===== config.mk =====
export PLATFORM = sky130hd
export DESIGN_NAME = apb_slave_mem
export DESIGN_NICKNAME = d
export VERILOG_FILES = /design/src/rtl/apb_slave_mem.sv
export SDC_FILE = /design/constraint.sdc
export NUM_CORES = 1
export LEC_CHECK = 0
export ABC_AREA = 1
export CAP_MARGIN = 40
export CORE_MARGIN = 2
export CORE_UTILIZATION = 40
export CTS_BUF_LIST = sky130_fd_sc_hd__clkbuf_4 sky130_fd_sc_hd__clkbuf_8
export DETAILED_ROUTE_END_ITERATION = 12
export DONT_BUFFER_PORTS = 1
export GPL_TIMING_DRIVEN = 0
export PLACE_DENSITY_LB_ADDON = 0.12
export SLEW_MARGIN = 0
export SYNTH_ARGS = -nofsm -noshare
export SYNTH_HDL_FRONTEND = slang
export SYNTH_SLANG_ARGS = --single-unit
export TNS_END_PERCENT = 10

===== constraint.sdc =====
create_clock -name pclk -period 19.5 [get_ports pclk]
set_clock_uncertainty 0.05 [all_clocks]
set_input_delay 3.9 -clock pclk [delete_from_list [all_inputs] [get_ports pclk]]
set_output_delay 3.9 -clock pclk [all_outputs]
set_load 0.02 [all_outputs]

===== src/rtl/apb_slave_mem.sv =====
// APB slave with a small word-addressed memory.
// A transfer is captured in its setup cycle, optionally held for WAIT cycles,
// then completed in a single ACCESS cycle in which pready is high.
// Addresses at or beyond DEPTH complete with pslverr; writes to them are
// dropped and reads from them return zero.
module apb_slave_mem #(
  parameter int DW    = 8,
  parameter int AW    = 9,
  parameter int DEPTH = 64,
  parameter int WAIT  = 0
) (
  input  logic          pclk,
  input  logic          preset,
  input  logic          psel,
  input  logic          penable,
  input  logic          pwrite,
  input  logic [AW-1:0] paddr,
  input  logic [DW-1:0] pwdata,
  output logic [DW-1:0] prdata,
  output logic          pready,
  output logic          pslverr
);

  localparam int IW = (DEPTH > 1) ? $clog2(DEPTH) : 1;

  typedef enum logic [1:0] {S_IDLE, S_WAIT, S_ACCESS} state_t;

  state_t        state, state_nxt;
  logic [3:0]    cnt, cnt_nxt;
  logic [AW-1:0] addr_q, addr_nxt;
  logic          wr_q, wr_nxt;
  logic [DW-1:0] wdata_q, wdata_nxt;
  logic          setup, capture, mem_we;
  logic [DW-1:0] mem [DEPTH];

  // True when the word address maps onto real storage.
  function automatic logic addr_ok(input logic [AW-1:0] a);
    return 64'(a) < 64'(DEPTH);
  endfunction

  // Next-state, request capture and write-enable decode.
  always_comb begin
    state_nxt = state;
    cnt_nxt   = cnt;
    addr_nxt  = addr_q;
    wr_nxt    = wr_q;
    wdata_nxt = wdata_q;
    setup     = psel && !penable;
    capture   = 1'b0;
    mem_we    = 1'b0;
    unique case (state)
      S_IDLE: begin
        if (setup) capture = 1'b1;
      end
      S_WAIT: begin
        if (!psel) begin
          state_nxt = S_IDLE;
        end else begin
          cnt_nxt = cnt - 4'd1;
          if (cnt == 4'd1) state_nxt = S_ACCESS;
        end
      end
      S_ACCESS: begin
        // The write lands only if the master is still in a valid access phase.
        mem_we = psel && penable && wr_q && addr_ok(addr_q);
        if (setup) capture = 1'b1;
        else       state_nxt = S_IDLE;
      end
      default: state_nxt = S_IDLE;
    endcase
    // A new request is latched here and held unchanged until it completes.
    if (capture) begin
      addr_nxt  = paddr;
      wr_nxt    = pwrite;
      wdata_nxt = pwdata;
      if (WAIT == 0) begin
        state_nxt = S_ACCESS;
      end else begin
        state_nxt = S_WAIT;
        cnt_nxt   = 4'(WAIT);
      end
    end
  end

  // State, wait counter, captured request and registered response outputs.
  always_ff @(posedge pclk or posedge preset) begin
    if (preset) begin
      state   <= S_IDLE;
      cnt     <= '0;
      addr_q  <= '0;
      wr_q    <= 1'b0;
      wdata_q <= '0;
      pready  <= 1'b0;
      pslverr <= 1'b0;
      prdata  <= '0;
    end else begin
      state   <= state_nxt;
      cnt     <= cnt_nxt;
      addr_q  <= addr_nxt;
      wr_q    <= wr_nxt;
      wdata_q <= wdata_nxt;
      // Every move into ACCESS is the start of a fresh completion cycle.
      pready  <= (state_nxt == S_ACCESS);
      pslverr <= (state_nxt == S_ACCESS) && !addr_ok(addr_nxt);
      if ((state_nxt == S_ACCESS) && !wr_nxt) begin
        prdata <= addr_ok(addr_nxt) ? mem[addr_nxt[IW-1:0]] : '0;
      end
    end
  end

  // Storage array, cleared as a whole by reset.
  always_ff @(posedge pclk or posedge preset) begin
    if (preset) begin
      for (int i = 0; i < DEPTH; i++) mem[i] <= '0;
    end else if (mem_we) begin
      mem[addr_q[IW-1:0]] <= wdata_q;
    end
  end

endmodule


* Word level (Yosys, flattened, before mapping)
Cells that the tools add are included.
** Storage, ports and cells
- Register bits :: 546
- Bits in latches :: 0
- RAM bits :: 0
- Bits in read-only memories :: 0
- Bits of input ports :: 22
- Output and inout bits :: 10
- Word-level logic and storage cells :: 114
- Memories kept :: 0
** Operators by class
- Add/sub/neg operators :: 1
- $mul :: 0
- Div/mod/pow operators :: 0
- Order comparisons :: 5
- Eq/ne operators :: 4
- Shift operators :: 0
- Mux-type cells :: 17
- Bitwise operators :: 2
- Reduce and logical (&&, ||, !) cells :: 13
** Operator list (number)
- $bwmux W512 :: 1
- $bmux W8 S6 :: 1
- $demux W8 S6 :: 1
- $mux W8 :: 4
- $lt A9 B7 Y1 const B :: 2
- $ge A7 B7 Y1 const B :: 2
- $not A6 Y7 :: 2
- $mux W9 :: 1
- $mux W2 :: 4
- $logic_and A1 B1 Y1 :: 7
- $lt A7 B1 Y1 const B :: 1
- $pmux W2 S3 :: 1
- $eq A2 B2 Y1 const B :: 2
- $eq A4 B1 Y1 const B :: 1
- $mux W1 :: 4
- $sub A4 B1 Y4 const B :: 1
- $logic_not A1 Y1 :: 3
- $eq A2 B1 Y1 const B :: 1
- $logic_not A2 Y1 :: 1
- $reduce_and A2 Y1 :: 1
- $reduce_or A2 Y1 :: 1

* Longest topological paths before layout
Gate-level depths: netlist (run 1).
- Depth in word-level cells :: 10
- Mapped depth :: 16
- Depth with buffers taken out :: 14

* Worst setup path after synthesis (run 1)
No wires, ideal clock.
- Path type :: input -> register
- Start :: in penable
- End :: reg prdata[5]
- Setup time :: 0.118 ns
- Arrival time :: 5.241 ns
- Data required time :: 19.332 ns
- Setup slack :: 14.092 ns
- Cell stages on the path :: 15
- Buffers on the path :: 3
- Cells stage by stage :: nor2_2 nand2_1 buf_6 nand2_4 nand2_4 buf_6 buf_6 nand2_1 nand3_1 nand3_1 nand3_1 nand3_1 nand3_1 nand3_1 nand2_1
** Between the ends
- Word-level cells in the longest chain between the ends :: 10
- Elaborated cells on any way between the ends :: 18
- Those cells by class :: order compare: 1; eq/ne: 1; mux: 11; bitwise: 1; reduce/logical: 4
** Ends and longest elaborated chain
- start, declared :: RTL line 15 : input logic penable,
- $logic_not A1 Y1 (*) :: RTL line 48 : setup = psel && !penable;
- $logic_and A1 B1 Y1 (*) :: RTL line 48
- $mux W1 :: RTL line 53, 66
- $mux W1
- $mux W9 :: RTL line 72 : if (capture) begin
- $not A6 Y7 (not written as such) :: RTL line 106 : prdata <= addr_ok(addr_nxt) ? mem[addr_nxt[IW-1:0]] : '0;
- $bmux W8 S6 :: RTL line 106
- $mux W8 (not written as such) (2 in series) :: RTL line 106
- $mux W8 :: RTL line 106
- end signal, assigned :: RTL line 106
- end, declared :: RTL line 19 : output logic [DW-1:0] prdata,
Mark *: on every way between the ends. The rest lies on a longest branch, timed or not. The select of a mux whose other input is x is not followed.
A chain may end at the register's enable or synchronous reset.

* Final worst setup path (run 1)
- Start :: in penable
- End :: reg prdata[7]
The elaborated chain is that of the path after synthesis.

==> results.sh, run 1 <==
export IMPL_critPathLaunch="penable"
export IMPL_hold_viol=0
export IMPL_cp_start_kind="primary input"
export IMPL_holdBufCountCts=0
export IMPL_ys_warn_count=0
export IMPL_r2r_cells=13
export IMPL_cts_sinks=546
export IMPL_relSlewSlack=0.273
export IMPL_synth_edf_count=0
export IMPL_dp_hpwl_microns=74100
export IMPL_timing_final_crit_share=0.328
export IMPL_gp_congestion=0.999
export IMPL_cts_root_buf="clkbuf_8"
export IMPL_fill_cells=6309
export IMPL_worstPathCellList="nor2_2, nand3_1, nand2_1, buf_2, buf_2, nand2_1, nand3_1, nand3_1, nand3_1, nand3_1, nand3_1, nand3_1, nand2_1"
export IMPL_yosys_top_cells_count="1114 x nand2_1, 546 x dfrtp_1, 530 x nand3_1"
export IMPL_area_growth_syn_to_layout_pct=13.7
export IMPL_crit_type="primary input to flop"
export IMPL_comb_power_share=0.174
export IMPL_cts_buffers=97
export IMPL_cpMaxStageDelayCell="buf_2"
export IMPL_num_vias=23785
export IMPL_rrSetupSlack_ns=15.81
export IMPL_final_area_sq_mm=0.0284
export IMPL_cts_setup_buffers=0
export IMPL_netlist_area_sq_mm=0.0250
export IMPL_async_flop_share=1.00
export IMPL_rsz0062_at_grt="false"
export IMPL_cts_repair_resized=0
export IMPL_intPower_w=0.00187
export IMPL_peakVddDrop_mv=0.0486
export IMPL_slowest_delay_ns=0.52
export IMPL_viasPerCell=5.74
export IMPL_cts_htree_levels=3
export IMPL_setup_viol=0
export IMPL_core_sq_mm=0.0617
export IMPL_crit_arrival_ns=6.99
export IMPL_drt_pass1_iterations=8
export IMPL_antenna_found_initial=2
export IMPL_setup_ws_ns=13.10
export IMPL_timing_rr_start="state[0]$_DFF_PP0_"
export IMPL_netlist_instances=3116
export IMPL_drt_wl_total_microns=106000
export IMPL_num_rows=91
export IMPL_fmax_ghz=0.156
export IMPL_port_buffers=0
export IMPL_ys_flop_type="dfrtp_1"
export IMPL_postRouteAntennaNets=0
export IMPL_required_ns=20.09
export IMPL_p_clk_frac=0.407
export IMPL_cts_buffer_depth=3
export IMPL_maxCapViolations=0
export IMPL_worstMarginPinSlew_ns=1.09
export IMPL_path_max_fanout=10
export IMPL_clk_latency_ns=0.73
export IMPL_die_w_microns=254
export IMPL_place_area_sq_mm=0.0264
export IMPL_dp_slack_ns=12.64
export IMPL_grt_max_degree=115
export IMPL_die_h_microns=254
export IMPL_swShare=0.322
export IMPL_tritoncts="built"
export IMPL_finalCriticalPeriod_ns=6.40
export IMPL_grt_pass1_wl_microns=154000
export IMPL_crit_top_cell="nand3_1"
export IMPL_crit_end="prdata[7]$_DFFE_PP0P_"
export IMPL_drc=0
export IMPL_nets=3261
export IMPL_r2r_end="prdata[7]$_DFFE_PP0P_"
export IMPL_wl_per_cell_microns=25.6
export IMPL_worst_path_buf_inv=2
export IMPL_mappedNetlistNets=3140
export IMPL_ys_seq_area_frac=0.547
export IMPL_clkTransAtPathRegs_ns=0.06
export IMPL_ys_types=28
export IMPL_layout_cells_non_filler=4146
export IMPL_seqPwrFrac=0.419
export IMPL_fin_util=0.460
export IMPL_path_delay_family="simple AND/OR/NAND/NOR gates"
export IMPL_synth_area_leaders="dfrtp_1 55%, nand2_1 17%, nand3_1 11%, o21ai_0 9.5%, clkbuf_1 2.0%"
export IMPL_ys_seq_elements=546
export IMPL_p_total_w=0.00275
export IMPL_yosys_area_top_type_share=0.547
export IMPL_p_sw_w=0.000886
export IMPL_drive_gt1_frac=0.0917
export IMPL_start_util=0.405
export IMPL_drv_slew=0
export IMPL_crit_cells=13
export IMPL_cp_end_kind="flop"
export IMPL_powerDensity_mw_per_mm2=96.9
export IMPL_grt_pass1_vias=22702
export IMPL_status="finished, final reports clean"
export IMPL_place_inst=3975
export IMPL_post_synth_cell_area_avg_sq_um=8.02
export IMPL_ios=32
export IMPL_holdCritPathClass="flop to flop"
export IMPL_synth_top_area_cell="dfrtp_1"
export IMPL_dieArea_sq_mm=0.0645
export IMPL_overflow=0
export IMPL_p_leak_nw=12.6
export IMPL_drt_iter0_drc=3284
export IMPL_yosysMostFrequentCell="nand2_1"
export IMPL_grtUsageTotal=0.333
==> tightest hold or removal path, stage by stage, from the launching register on <==
cell	delay, ns
dfrtp_1	0.34
nand2_1	0.05
o21ai_0	0.06
==> layout by cell type, fill, tap and decap left out, types with 2 or more instances in the layout <==
cell type	Yosys	layout
clkbuf_1	133	133
diode_2	0	6
nand2_4	2	2
buf_2	75	75
xor2_1	3	3
mux2_2	2	2
inv_1	90	89
clkbuf_8	0	119
buf_1	3	3
nand4_1	2	2
nand3_1	530	530
ha_1	2	2
clkbuf_4	0	35
o21ai_0	476	476
clkinvlp_4	0	3
nor2_2	2	2
nor3_2	0	4
a21oi_1	8	8
buf_4	6	10
nor2_1	50	50
buf_6	14	22
nand2_1	1114	1114
buf_8	0	5
dfrtp_1	546	546
buf_16	0	5
clkinv_2	0	6
inv_2	3	3
o21ai_2	3	3
o21ai_1	42	42
==> kinds of logic (layout without fill, tap and decap cells) <==
logic type	after synthesis	after routing	synth area share
DFF	546	546	0.547
AOI/OAI and AO/OA	531	531	0.107
and+or+nand+nor	1707	1707	0.285
muxes	2	2	0.000901
buffers and inverters	325	512	0.0577
adders and majority gates	2	2	0.00100
other	0	6	0
xor gates and xnor gates	3	3	0.00105
==> sequential cells by signal, summed over array words and instances (netlist names) <==
| name | count |
|---|---|
| cnt | 4 |
| pready | 1 |
| prdata | 8 |
| state | 2 |
| pslverr | 1 |
| wr_q | 1 |
| addr_q | 9 |
| wdata_q | 8 |
| mem | 512 |
==> power by group through the flow <==
| stage | Clock [W] | Combinational (W) | Sequential (W) |
|---|---|---|---|
| floorplan | 0 | 0.000224 | 0.00117 |
| global placement | 0 | 0.000441 | 0.00117 |
| detailed placement | 0 | 0.000456 | 0.00117 |
| CTS | 0.00113 | 0.000457 | 0.00115 |
| global route | 0.00118 | 0.000485 | 0.00115 |
| finish | 0.00112 | 0.000478 | 0.00115 |
==> worst min-delay path by stage <==
stage / from / to / slack [ns] / depth (start not counted)
finish: mem[353]$_DFFE_PP0P_ / mem[353]$_DFFE_PP0P_ / 0.43 / 2
CTS: mem[285]$_DFFE_PP0P_ / mem[285]$_DFFE_PP0P_ / 0.44 / 2
floorplan: cnt[1]$_DFFE_PP0P_ / cnt[1]$_DFFE_PP0P_ / 0.40 / 2
detailed placement: mem[323]$_DFFE_PP0P_ / mem[323]$_DFFE_PP0P_ / 0.42 / 2
global route: mem[238]$_DFFE_PP0P_ / mem[238]$_DFFE_PP0P_ / 0.45 / 2
global placement: mem[74]$_DFFE_PP0P_ / mem[74]$_DFFE_PP0P_ / 0.42 / 2
==> through the flow <==
step | TNS [ns] | hold slack (ns)
floorplan | 0 | 0.403
global placement | -3015.55 | 0.417
detailed placement | 0 | 0.423
CTS | 0 | 0.437
global route | 0 | 0.448
finish | 0 | 0.431
==> layer usage <==
metal,vias up,wire length (microns),global-route usage
met5,-,0,0
met4,0,5440,0.151
met3,272,11900,0.0919
met2,1370,46000,0.501
met1,11663,42900,0.448
li1,10480,-,-
==> layout make-up <==
| cell class | count | area (sq um) | area share |
|---|---|---|---|
| clock buffer | 154 | 1900 | 0.0669 |
| multi-input combinational | 2245 | 9910 | 0.349 |
| buffer | 231 | 1090 | 0.0383 |
| inverter | 94 | 360 | 0.0127 |
| tap | 837 | 1050 | 0.0369 |
| sequential | 546 | 13700 | 0.481 |
| timing repair buffer | 22 | 333 | 0.0117 |
| clock inverter | 11 | 91.3 | 0.00322 |
| antenna | 6 | 15.0 | 0.000529 |
Power figures use the tool's default switching activity.
==> inputs of run 2 (changes only) <==
==> constraint.sdc (replaced) <==
create_clock -name pclk -period 5.3 [get_ports pclk]
set_clock_uncertainty 0.05 [all_clocks]
set_input_delay 1.06 -clock pclk [delete_from_list [all_inputs] [get_ports pclk]]
set_output_delay 1.06 -clock pclk [all_outputs]
set_load 0.02 [all_outputs]
==> run 2 against run 1 <==
The flow now finishes with violations (DRC). Register-to-register slack got worse by 14 ns. First-iteration DRC count fell by 3.5%. Count of clock-buffer cells in the layout rose by 2. Sequential share of layout area fell by 0.48 points. Design area rose by 1.0%. Global-route usage rose by 0.44 points. Largest cell class unchanged. Highest routed layer unchanged.
==> results.sh, run 2 (synthesized netlist as in run 1, its figures left out) <==
export IMPL_status="finished, violations left"
export IMPL_failed_checks="DRC"
export IMPL_crit_type="flop to flop"
export IMPL_drive_gt1_frac=0.0961
export IMPL_setup_tns_ns=0
export IMPL_crit_top_cell="nand3_1"
export IMPL_powerDensity_mw_per_mm2=359
export IMPL_grt_max_degree=39
export IMPL_largest_reg_flops=512
export IMPL_port_buffers=0
export IMPL_r2r_end="prdata[1]$_DFFE_PP0P_"
export IMPL_drt_iter0_drc=3170
export IMPL_cts_sinks=546
export IMPL_ios=32
export IMPL_required_ns=5.89
export IMPL_postRouteAntennaNets=0
export IMPL_viasPerCell=5.78
export IMPL_final_area_sq_mm=0.0287
export IMPL_area_growth_syn_to_layout_pct=14.8
export IMPL_slowest_delay_ns=0.52
export IMPL_layout_commonest_cell="nand2_1"
export IMPL_p_total_w=0.0103
export IMPL_crit_arrival_ns=4.13
export IMPL_worstPathCellList="nor2_2, nand3_1, nand2_1, buf_2, buf_2, nand2_1, nand3_1, nand3_1, nand3_1, nand3_1, nand3_1, nand3_1, nand2_1"
export IMPL_drt_wl_total_microns=107000
export IMPL_drc=1
export IMPL_hold_viol=0
export IMPL_finalCriticalPeriod_ns=3.54
export IMPL_die_w_microns=254
export IMPL_regMostFlops="mem"
export IMPL_top_regs="mem (512), addr_q (9)"
export IMPL_timing_final_crit_share=0.668
export IMPL_num_rows=91
export IMPL_overflow=0
export IMPL_cts_buffer_depth=3
export IMPL_tritoncts="built"
export IMPL_holdCritPathClass="primary input to async pin"
export IMPL_grt_pass1_vias=23006
export IMPL_cpMaxStageDelayCell="buf_2"
export IMPL_cts_repair_resized=0
export IMPL_gp_congestion=0.979
export IMPL_cts_buffers=97
export IMPL_relSlewSlack=0.332
export IMPL_grtUsageTotal=0.338
export IMPL_dieArea_sq_mm=0.0645
export IMPL_fmax_ghz=0.282
export IMPL_cp_end_kind="flop"
export IMPL_holdBufCountCts=0
export IMPL_core_sq_mm=0.0617
export IMPL_rsz0062_at_grt="false"
export IMPL_clk_latency_ns=0.73
export IMPL_cts_root_buf="clkbuf_8"
export IMPL_wl_per_cell_microns=25.7
export IMPL_p_leak_nw=12.7
export IMPL_maxCapViolations=0
export IMPL_final_cell_mix="1114 x nand2_1, 546 x dfrtp_1, 530 x nand3_1"
export IMPL_drt_pass1_iterations=11
export IMPL_fill_cells=6217
export IMPL_setup_viol=0
export IMPL_path_max_fanout=10
export IMPL_place_inst=3984
export IMPL_cp_start_kind="flop"
export IMPL_place_area_sq_mm=0.0266
export IMPL_r2r_cells=13
export IMPL_timing_rr_start="state[0]$_DFF_PP0_"
export IMPL_cts_setup_buffers=0
export IMPL_layout_cells_non_filler=4157
export IMPL_antenna_found_initial=1
export IMPL_die_h_microns=254
export IMPL_nets=3270
export IMPL_drv_slew=0
export IMPL_num_vias=24014
export IMPL_peakVddDrop_mv=0.188
export IMPL_worstMarginPinSlew_ns=1.00
export IMPL_dp_hpwl_microns=75400
export IMPL_clkTransAtPathRegs_ns=0.06
export IMPL_start_util=0.405
export IMPL_rrSetupSlack_ns=1.76
export IMPL_grt_pass1_wl_microns=156000
export IMPL_cts_htree_levels=3
## run 2: changes by cell type in the layout (fill, tap and decap cells not counted), sizes merged
cell | previous run | this run
clkinvlp | 3 | 2
clkbuf | 287 | 289
clkinv | 8 | 12
diode | 6 | 1
buf | 120 | 129
inv | 93 | 95
## run 2: through the flow
step | setup WS (ns) | hold WS [ns] | utilization
floorplan | -3.24 | 0.403 | -
global placement | -6.29 | 0.415 | 0.422
detailed placement | 1.32 | 0.423 | 0.430
CTS | 1.91 | 0.250 | 0.465
global route | 1.81 | 0.281 | 0.465
finish | 1.76 | 0.263 | 0.465
## run 2: how the worst max path moves through the flow
stage | slack [ns] | cells after the start | to | from
after floorplan | -3.24 | 1 | addr_q[0]$_DFF_PP0_ | preset
after global placement | -6.29 | 1 | mem[361]$_DFFE_PP0P_ | preset
after detailed placement | 1.32 | 13 | prdata[7]$_DFFE_PP0P_ | penable
after CTS | 1.91 | 13 | prdata[7]$_DFFE_PP0P_ | state[0]$_DFF_PP0_
after global routing | 1.81 | 13 | prdata[0]$_DFFE_PP0P_ | state[0]$_DFF_PP0_
final | 1.76 | 13 | prdata[1]$_DFFE_PP0P_ | state[0]$_DFF_PP0_
## run 2: layout make-up
class	count	area, sq um	share of cell area
clock inverters	16	128	0.00445
diodes	1	2.50	0.0000872
plain buffers	231	1090	0.0379
repair buffers	31	502	0.0175
well taps	837	1050	0.0365
flip-flops and latches	546	13700	0.476
multi-input cells	2245	9910	0.345
clock buffers	156	2000	0.0696
inverters	94	357	0.0124
## run 2: worst max-delay path: cells and delay by family, from the launching register on
family / cells / cell delay (ns)
buffers and inverters: 2 / 0.76
flip-flops: 1 / 0.43
AND/OR/NAND/NOR: 11 / 2.22
## run 2: routing by layer
metal,part of all wire,global-route usage,vias up,wire length (microns)
met4,0.060,0.175,0,6380
met5,0,0,-,0
met1,0.41,0.463,11905,44000
met3,0.10,0.0845,319,11100
met2,0.42,0.493,1282,45400
li1,-,-,10508,-
## run 2: power breakdown
group / switching (W) / total (W) / internal, W
registers: 0.0000351 / 0.00424 / 0.00421
clock network: 0.00186 / 0.00429 / 0.00243
logic: 0.00141 / 0.00178 / 0.000371
